## src/rtl/uncache_agent.sv

```systemverilog
// uncache_agent: turns uncached (cache_sel=0) data accesses into single-beat sram-like bus transactions.
// Define UNCACHE_WBUF_EN to post uncached writes through a one-entry write buffer.
module uncache_agent #(
  parameter int          TIMEOUT  = 0,
  parameter logic [31:0] ERR_DATA = 32'hDEAD_BEEF
) (
  input  logic        clk,
  input  logic        rst,
  input  logic        cpu_en,
  input  logic [3:0]  cpu_wen,
  input  logic [31:0] cpu_addr,
  input  logic [31:0] cpu_wdata,
  input  logic        cpu_cache_sel,
  output logic        stallreq,
  output logic [31:0] cpu_rdata,
  output logic        bus_req,
  output logic        bus_wr,
  output logic [1:0]  bus_size,
  output logic [31:0] bus_addr,
  output logic [3:0]  bus_wstrb,
  output logic [31:0] bus_wdata,
  input  logic        bus_addr_ok,
  input  logic        bus_data_ok,
  input  logic [31:0] bus_rdata,
  output logic        bus_err
);
`ifdef UNCACHE_WBUF_EN
  localparam bit WBUF = 1'b1;
`else
  localparam bit WBUF = 1'b0;
`endif
  typedef enum logic [1:0] {IDLE, REQ, RESP, DONE} state_t;
  state_t state, state_n, fin_st;
  logic [31:0] cnt, addr;
  logic [1:0] size;
  logic want, start, busy, data_ok, fin, tmo, stale, posted;
  always_comb begin
    want = cpu_en & ~cpu_cache_sel;
    start = want & (state == IDLE);
    busy = (state == REQ) | (state == RESP);
    data_ok = bus_data_ok & ~stale;
    fin = (((state == REQ) & bus_addr_ok) | (state == RESP)) & data_ok;
    tmo = (TIMEOUT != 0) & busy & ~fin & (cnt == 32'(TIMEOUT - 1));
    size = (cpu_wen == 4'b0001 || cpu_wen == 4'b0010 || cpu_wen == 4'b0100 || cpu_wen == 4'b1000) ? 2'd0 :
           (cpu_wen == 4'b0011 || cpu_wen == 4'b1100) ? 2'd1 : 2'd2;
    addr = (size == 2'd0) ? cpu_addr : (size == 2'd1) ? {cpu_addr[31:1], 1'b0} : {cpu_addr[31:2], 2'b00};
    fin_st = posted ? IDLE : DONE;
    case (state)
      IDLE:    state_n = start ? REQ : IDLE;
      REQ:     state_n = (fin | tmo) ? fin_st : bus_addr_ok ? RESP : REQ;
      RESP:    state_n = (fin | tmo) ? fin_st : RESP;
      default: state_n = IDLE;
    endcase
  end
  // a posted write only stalls the pipeline when another uncached request queues behind it
  assign stallreq = (start & ~(WBUF & (|cpu_wen))) | (busy & (~posted | want));
  assign bus_req = (state == REQ);
  always_ff @(posedge clk) begin
    if (rst) begin
      state     <= IDLE;
      cnt       <= '0;
      stale     <= 1'b0;
      posted    <= 1'b0;
      bus_err   <= 1'b0;
      cpu_rdata <= '0;
      bus_wr    <= 1'b0;
      bus_size  <= '0;
      bus_addr  <= '0;
      bus_wstrb <= '0;
      bus_wdata <= '0;
    end else begin
      state   <= state_n;
      cnt     <= start ? '0 : busy ? cnt + 32'd1 : cnt;
      // an abandoned transaction the slave already accepted still owes one data_ok
      stale   <= (stale & ~bus_data_ok) | (tmo & ((state == RESP) | bus_addr_ok));
      bus_err <= tmo;
      if (fin & ~bus_wr) cpu_rdata <= bus_rdata;
      else if (tmo & ~bus_wr) cpu_rdata <= ERR_DATA;
      if (start) begin
        posted    <= WBUF & (|cpu_wen);
        bus_wr    <= |cpu_wen;
        bus_size  <= size;
        bus_addr  <= addr;
        bus_wstrb <= cpu_wen;
        bus_wdata <= cpu_wdata;
      end
    end
  end
endmodule

```

## config.mk

```make
export PLATFORM = sky130hd
export DESIGN_NAME = uncache_agent
export DESIGN_NICKNAME = d
export VERILOG_FILES = /design/src/rtl/uncache_agent.sv
export SDC_FILE = /design/constraint.sdc
export NUM_CORES = 1
export LEC_CHECK = 0
export BUFFER_PORTS_ARGS = -buffer_cell sky130_fd_sc_hd__buf_2
export CAP_MARGIN = 25
export CORE_MARGIN = 10
export CORE_UTILIZATION = 30
export DETAILED_ROUTE_END_ITERATION = 6
export PLACE_DENSITY = 0.56
export RECOVER_POWER = 50
export SYNTH_ARGS = -nofsm -noshare
export SYNTH_HDL_FRONTEND = slang
export SYNTH_SLANG_ARGS = --single-unit
```

## constraint.sdc

```tcl
create_clock -name clk -period 2.19 [get_ports clk]
set_input_delay 0.3285 -clock clk [delete_from_list [all_inputs] [get_ports clk]]
set_output_delay 0.3285 -clock clk [all_outputs]
set_load 0.01 [all_outputs]
```

Word-level counts from Yosys, hierarchy flattened
Cells that the tools add are included.
{"block": "word_totals", "inputBits": 106, "reg_bits": 106}
{"block": "op_classes", "eq_ne": 9, "n_mux": 9, "n_bitwise": 14, "n_reduce_logical": 7}
{"operator": "$mux 2", "n": 6}
{"operator": "$eq 4x2->1 const B", "n": 2}
{"operator": "$eq 4x4->1 const B", "n": 2}
{"operator": "$and 1x1->1", "n": 7}
{"operator": "$pmux 2 s3", "n": 1}
{"operator": "$eq 2x1->1 const B", "n": 2}
{"operator": "$eq 4x1->1 const B", "n": 1}
{"operator": "$eq 4x3->1 const B", "n": 1}
{"operator": "$logic_not 2->1", "n": 2}
{"operator": "$logic_or 1x1->1", "n": 4}
{"operator": "$not 1->1", "n": 4}
{"operator": "$reduce_or 4->1", "n": 1}
{"operator": "$or 1x1->1", "n": 3}
{"operator": "$eq 2x2->1 const B", "n": 1}
{"operator": "$mux 1", "n": 2}

Longest topological paths before layout
{"block": "logic_depth", "depth_word": 8, "ltp_mapped": 8, "mapped_depth_nobuf": 6}

Worst setup path before layout
No wires, ideal clock.
{"block": "synth_timing", "kind": "reg2reg", "from": "register state[1]", "to": "register cpu_rdata[10]", "setup_time_ps": 132, "path_slack_ps": 617, "required_ps": 2058, "arrival_ps": 1440, "path_stages_with_launch": 9, "path_buffers": 2, "cell_sequence": "dfxtp_1 inv_1 ha_1 a21oi_1 or3_1 buf_6 buf_6 nand2_2 a21oi_1"}
{"block": "synth_between", "elab_chain_len": 5, "word_cells_on_any_way": 6}
{"item": "start, declared", "line_no": "33", "text": "state_t state, state_n, fin_st;"}
{"item": "start signal, assigned", "line_no": "72", "text": "state <= state_n;"}
{"item": "$eq 2x1->1"}
{"item": "named net bus_req", "line_no": "16", "text": "output logic bus_req,"}
{"item": "$and 1x1->1", "line_no": "42", "text": "fin = (((state == REQ) & bus_addr_ok) | (state == RESP)) & data_ok;"}
{"item": "$or 1x1->1", "line_no": "42"}
{"item": "$and 1x1->1", "line_no": "42"}
{"item": "$and 1x1->1", "line_no": "77", "text": "if (fin & ~bus_wr) cpu_rdata <= bus_rdata;"}
{"item": "end signal, assigned", "line_no": "77"}
{"item": "end, declared", "line_no": "15", "text": "output logic [31:0] cpu_rdata,"}
The timed path passes the listed nets, and every way through them passes these cells.
A chain may end at the register's enable or synchronous reset.

Worst setup path after layout
{"block": "layout_timing", "from": "register state[0]", "to": "output port stallreq"}
{"block": "layout_between", "elab_chain_len": 3, "word_cells_on_any_way": 6}
{"item": "$eq 2x1->1 (tied with other cells)", "line_no": "40", "text": "busy = (state == REQ) | (state == RESP);"}
{"item": "$or 1x1->1 or $and 1x1->1 (tied branches)", "line_no": "40, 39"}
{"item": "$or 1x1->1 (*)", "line_no": "56", "text": "assign stallreq = (start & ~(WBUF & (|cpu_wen))) | (busy & (~posted | want));"}
{"item": "end, declared", "line_no": "14", "text": "output logic stallreq,"}
Mark *: on every way between the ends. The rest lies on a longest branch, timed or not.

==> impl_summary.log <==
[metrics] Final Max Tran Viols: 0
[metrics] Clock Skews: 0.00550 ns
[metrics] post-route minimum period: 1.99 ns
[metrics] post-route standard cell area excluding fillers: 5180 um2
[metrics] TritonCTS clock tree: built
[metrics] Synth Register Bits: 106
[metrics] first-pass GRT wire length: 19,500 um
[metrics] ratio of total power to cell area: 784 nW/um2
[metrics] WP data arrival: 1.67 ns
[metrics] main area contributors after synthesis: sky130_fd_sc_hd__dfxtp_1 (55%), sky130_fd_sc_hd__nand2_1 (19%), sky130_fd_sc_hd__a21oi_1 (13%)
[metrics] cell taking the most area after synthesis: sky130_fd_sc_hd__dfxtp_1
[metrics] root buffer cell: sky130_fd_sc_hd__clkbuf_16
[metrics] total die area: 17,700 um2
[metrics] via count: 3,793
[metrics] post-CTS resize count: 0
[metrics] gpl congestion: 0.772
[metrics] horizontal die dimension: 133 um
[metrics] height of the die: 133 um
[metrics] static leakage: 1.98 nW
[metrics] starting DRC count in detailed routing: 192
[metrics] RSZ-0062 raised after global routing: no
[metrics] DRC violation count after routing: 0
[metrics] Worst EP required: 1.86 ns
[metrics] Final Net Count: 782
[metrics] Peak VDD IR: 0.000375 V
[metrics] maximum achievable frequency: 502 MHz
[metrics] Row Count: 41
[metrics] critical path peak fanout: 20
[metrics] final critical-path share of the clock period: 91.1%
[metrics] total negative slack: 0 ns
[metrics] routed vias/inst: 4.48
[metrics] Max-cap violations: 0
[metrics] placed instance count: 833
[metrics] initial core utilization: 30.4%
[metrics] antenna violations before repair: 1
[metrics] Hold Buf Count CTS: 0
[metrics] number of nets produced by synthesis: 587
[metrics] pin count of the biggest net entering global routing: 54
[metrics] GRT overflow: 0
[metrics] status: complete, no violations
[metrics] latest clock arrival within the worst-skew pair: 0.34 ns
[metrics] ports placed on the boundary: 212
[metrics] Worst setup EP type: output pin
[metrics] non-filler instance count after layout: 847
[metrics] most instantiated library cell after synthesis: sky130_fd_sc_hd__nand2_1
[metrics] core outline area: 12,600 um2
[metrics] post-CTS setup repair buffer count: 0
[metrics] antenna-violating nets left: 0
[metrics] maximum buffer depth of the clock tree: 2
[metrics] final wirelength: 12,100 um
[metrics] Antenna Cells: 0
[metrics] length of the first detailed-routing pass in iterations: 4
[metrics] Worst Setup Start Kind: register
[metrics] mean cell area of the mapped netlist: 8.02 um2
[metrics] DR WL/cell: 14.3 um
[metrics] Crit Path Category: reg -> out
[metrics] number of unique standard cell types used by synthesis: 30
[metrics] clock-pin slew on the worst setup and hold paths: 0.07 ns
[metrics] count of input and output buffers: 210
[metrics] count of yosys warnings during synthesis: 0
[metrics] fraction of layout cells with a size suffix above 1: 21.0%
[metrics] area after detailed placement: 5040 um2
[metrics] Cell Area, Synth: 3820 um2
[metrics] final count of hold timing violations: 0
[metrics] number of flops mapped to enable cells by yosys: 0
[metrics] kind of path behind the tightest hold check: in -> reg
[metrics] GR Util All Layers: 13.4%
[metrics] Clock Sinks: 106
[metrics] area added between synthesis and finish: 35.4%
[metrics] Cells after Synth: 477
[metrics] FFs w/ async S/R, synth: 0%
[metrics] commonest cells in the netlist: sky130_fd_sc_hd__nand2_1 (191), sky130_fd_sc_hd__dfxtp_1 (106), sky130_fd_sc_hd__a21oi_1 (101), sky130_fd_sc_hd__clkbuf_1 (18), sky130_fd_sc_hd__buf_2 (12)
[metrics] DPL Wire Length: 9320 um
[metrics] sequential-to-total area share from yosys stat: 55.5%
[metrics] number of global-route vias before repair: 3,844
[metrics] proportion of netlist area held by the largest area contributor: 55.5%
[metrics] maximum level of the CTS H-tree: 3
[metrics] Num CTS Buffers: 9
[metrics] number of filler cells placed in the layout: 1,391
[metrics] Power Total: 4.06 mW
[metrics] most instantiated flip-flop cell in the synthesis netlist: sky130_fd_sc_hd__dfxtp_1
[metrics] endpoints failing setup: 0
[metrics] Final Util: 41.2%
metal layers:
metal  GRT usage, %  share of wire [%]  up-vias
met5              0                  0        -
met4           6.23                2.5        0
met3           7.12                 12       22
met2           21.6                 47      146
met1           14.2                 39     1703
li1               -                  -     1922
per-stage QoR:
stage	hold WS (ns)	setup WS, ns
final	0.193	0.196
after global routing	0.194	0.0306
after CTS	0.175	0.140
after detailed placement	0.444	0.406
after global placement	0.435	0.278
after floorplan	0.405	0.617
cell families (layout without fill, tap and decap cells):
logic type / count (synthesis) / in the layout / synth area share, %
adders and majority gates: 4 / 4 / 1.31
AOI/OAI and AO/OA: 109 / 109 / 14.7
DFF: 106 / 106 / 55.5
and+or+nand+nor: 218 / 218 / 23.1
other: 1 / 1 / 0.0981
buffers and inverters: 38 / 236 / 5.01
xor gates and xnor gates: 1 / 1 / 0.229
cells in the final DEF (no fill, tap or decap), types with 2 or more instances in the layout:
cell type                   synthesis  routed
sky130_fd_sc_hd__clkbuf_8           0       2
sky130_fd_sc_hd__buf_12             0       2
sky130_fd_sc_hd__nand2_1          191     191
sky130_fd_sc_hd__inv_1              3       3
sky130_fd_sc_hd__nor2_1             7       7
sky130_fd_sc_hd__a211oi_1           2       2
sky130_fd_sc_hd__dfxtp_1          106     106
sky130_fd_sc_hd__buf_4              1       7
sky130_fd_sc_hd__ha_1               4       4
sky130_fd_sc_hd__clkbuf_16          0       9
sky130_fd_sc_hd__a21oi_1          101     101
sky130_fd_sc_hd__clkbuf_1          18     104
sky130_fd_sc_hd__buf_2             12     106
sky130_fd_sc_hd__nand2_2           10      10
area by class of cell:
cell class | instances | area (um2) | area share, %
well taps | 172 | 215 | 4.16
clock buffers | 12 | 256 | 4.95
clock inverters | 2 | 13.8 | 0.266
flip-flops and latches | 106 | 2120 | 41.0
repair buffers | 219 | 1040 | 20.0
multi-input cells | 333 | 1520 | 29.4
inverters | 3 | 11.3 | 0.217
registers in the layout, summed over array words and instances (netlist names):
signal     cells
bus_size       2
stale          1
bus_wdata     32
bus_wr         1
bus_addr      32
cpu_rdata     32
bus_wstrb      4
state          2
final timing paths:
| path | slack, ns | cells past startpoint | startpoint | end |
|---|---|---|---|---|
| min reg2reg | 0.45 | 2 | bus_wdata[29] | bus_wdata[29] |
| max | 0.20 | 6 | state[0] | stallreq |
| min | 0.19 | 2 | bus_data_ok | stale |
| max reg2reg | 0.41 | 7 | state[1] | cpu_rdata[16] |
power breakdown:
part	total (mW)	switching [mW]	internal [mW]
logic	0.504	0.305	0.199
clock network	1.48	0.662	0.821
registers	2.07	0.0505	2.02
critical path, stage by stage, from the launching register on:
cell and delay [ns]:
sky130_fd_sc_hd__dfxtp_1 0.39, sky130_fd_sc_hd__inv_1 0.08, sky130_fd_sc_hd__ha_1 0.22, sky130_fd_sc_hd__nand3b_1 0.14, sky130_fd_sc_hd__buf_4 0.26, sky130_fd_sc_hd__nand2b_1 0.09, sky130_fd_sc_hd__buf_2 0.15
Power figures use the tool's default switching activity.
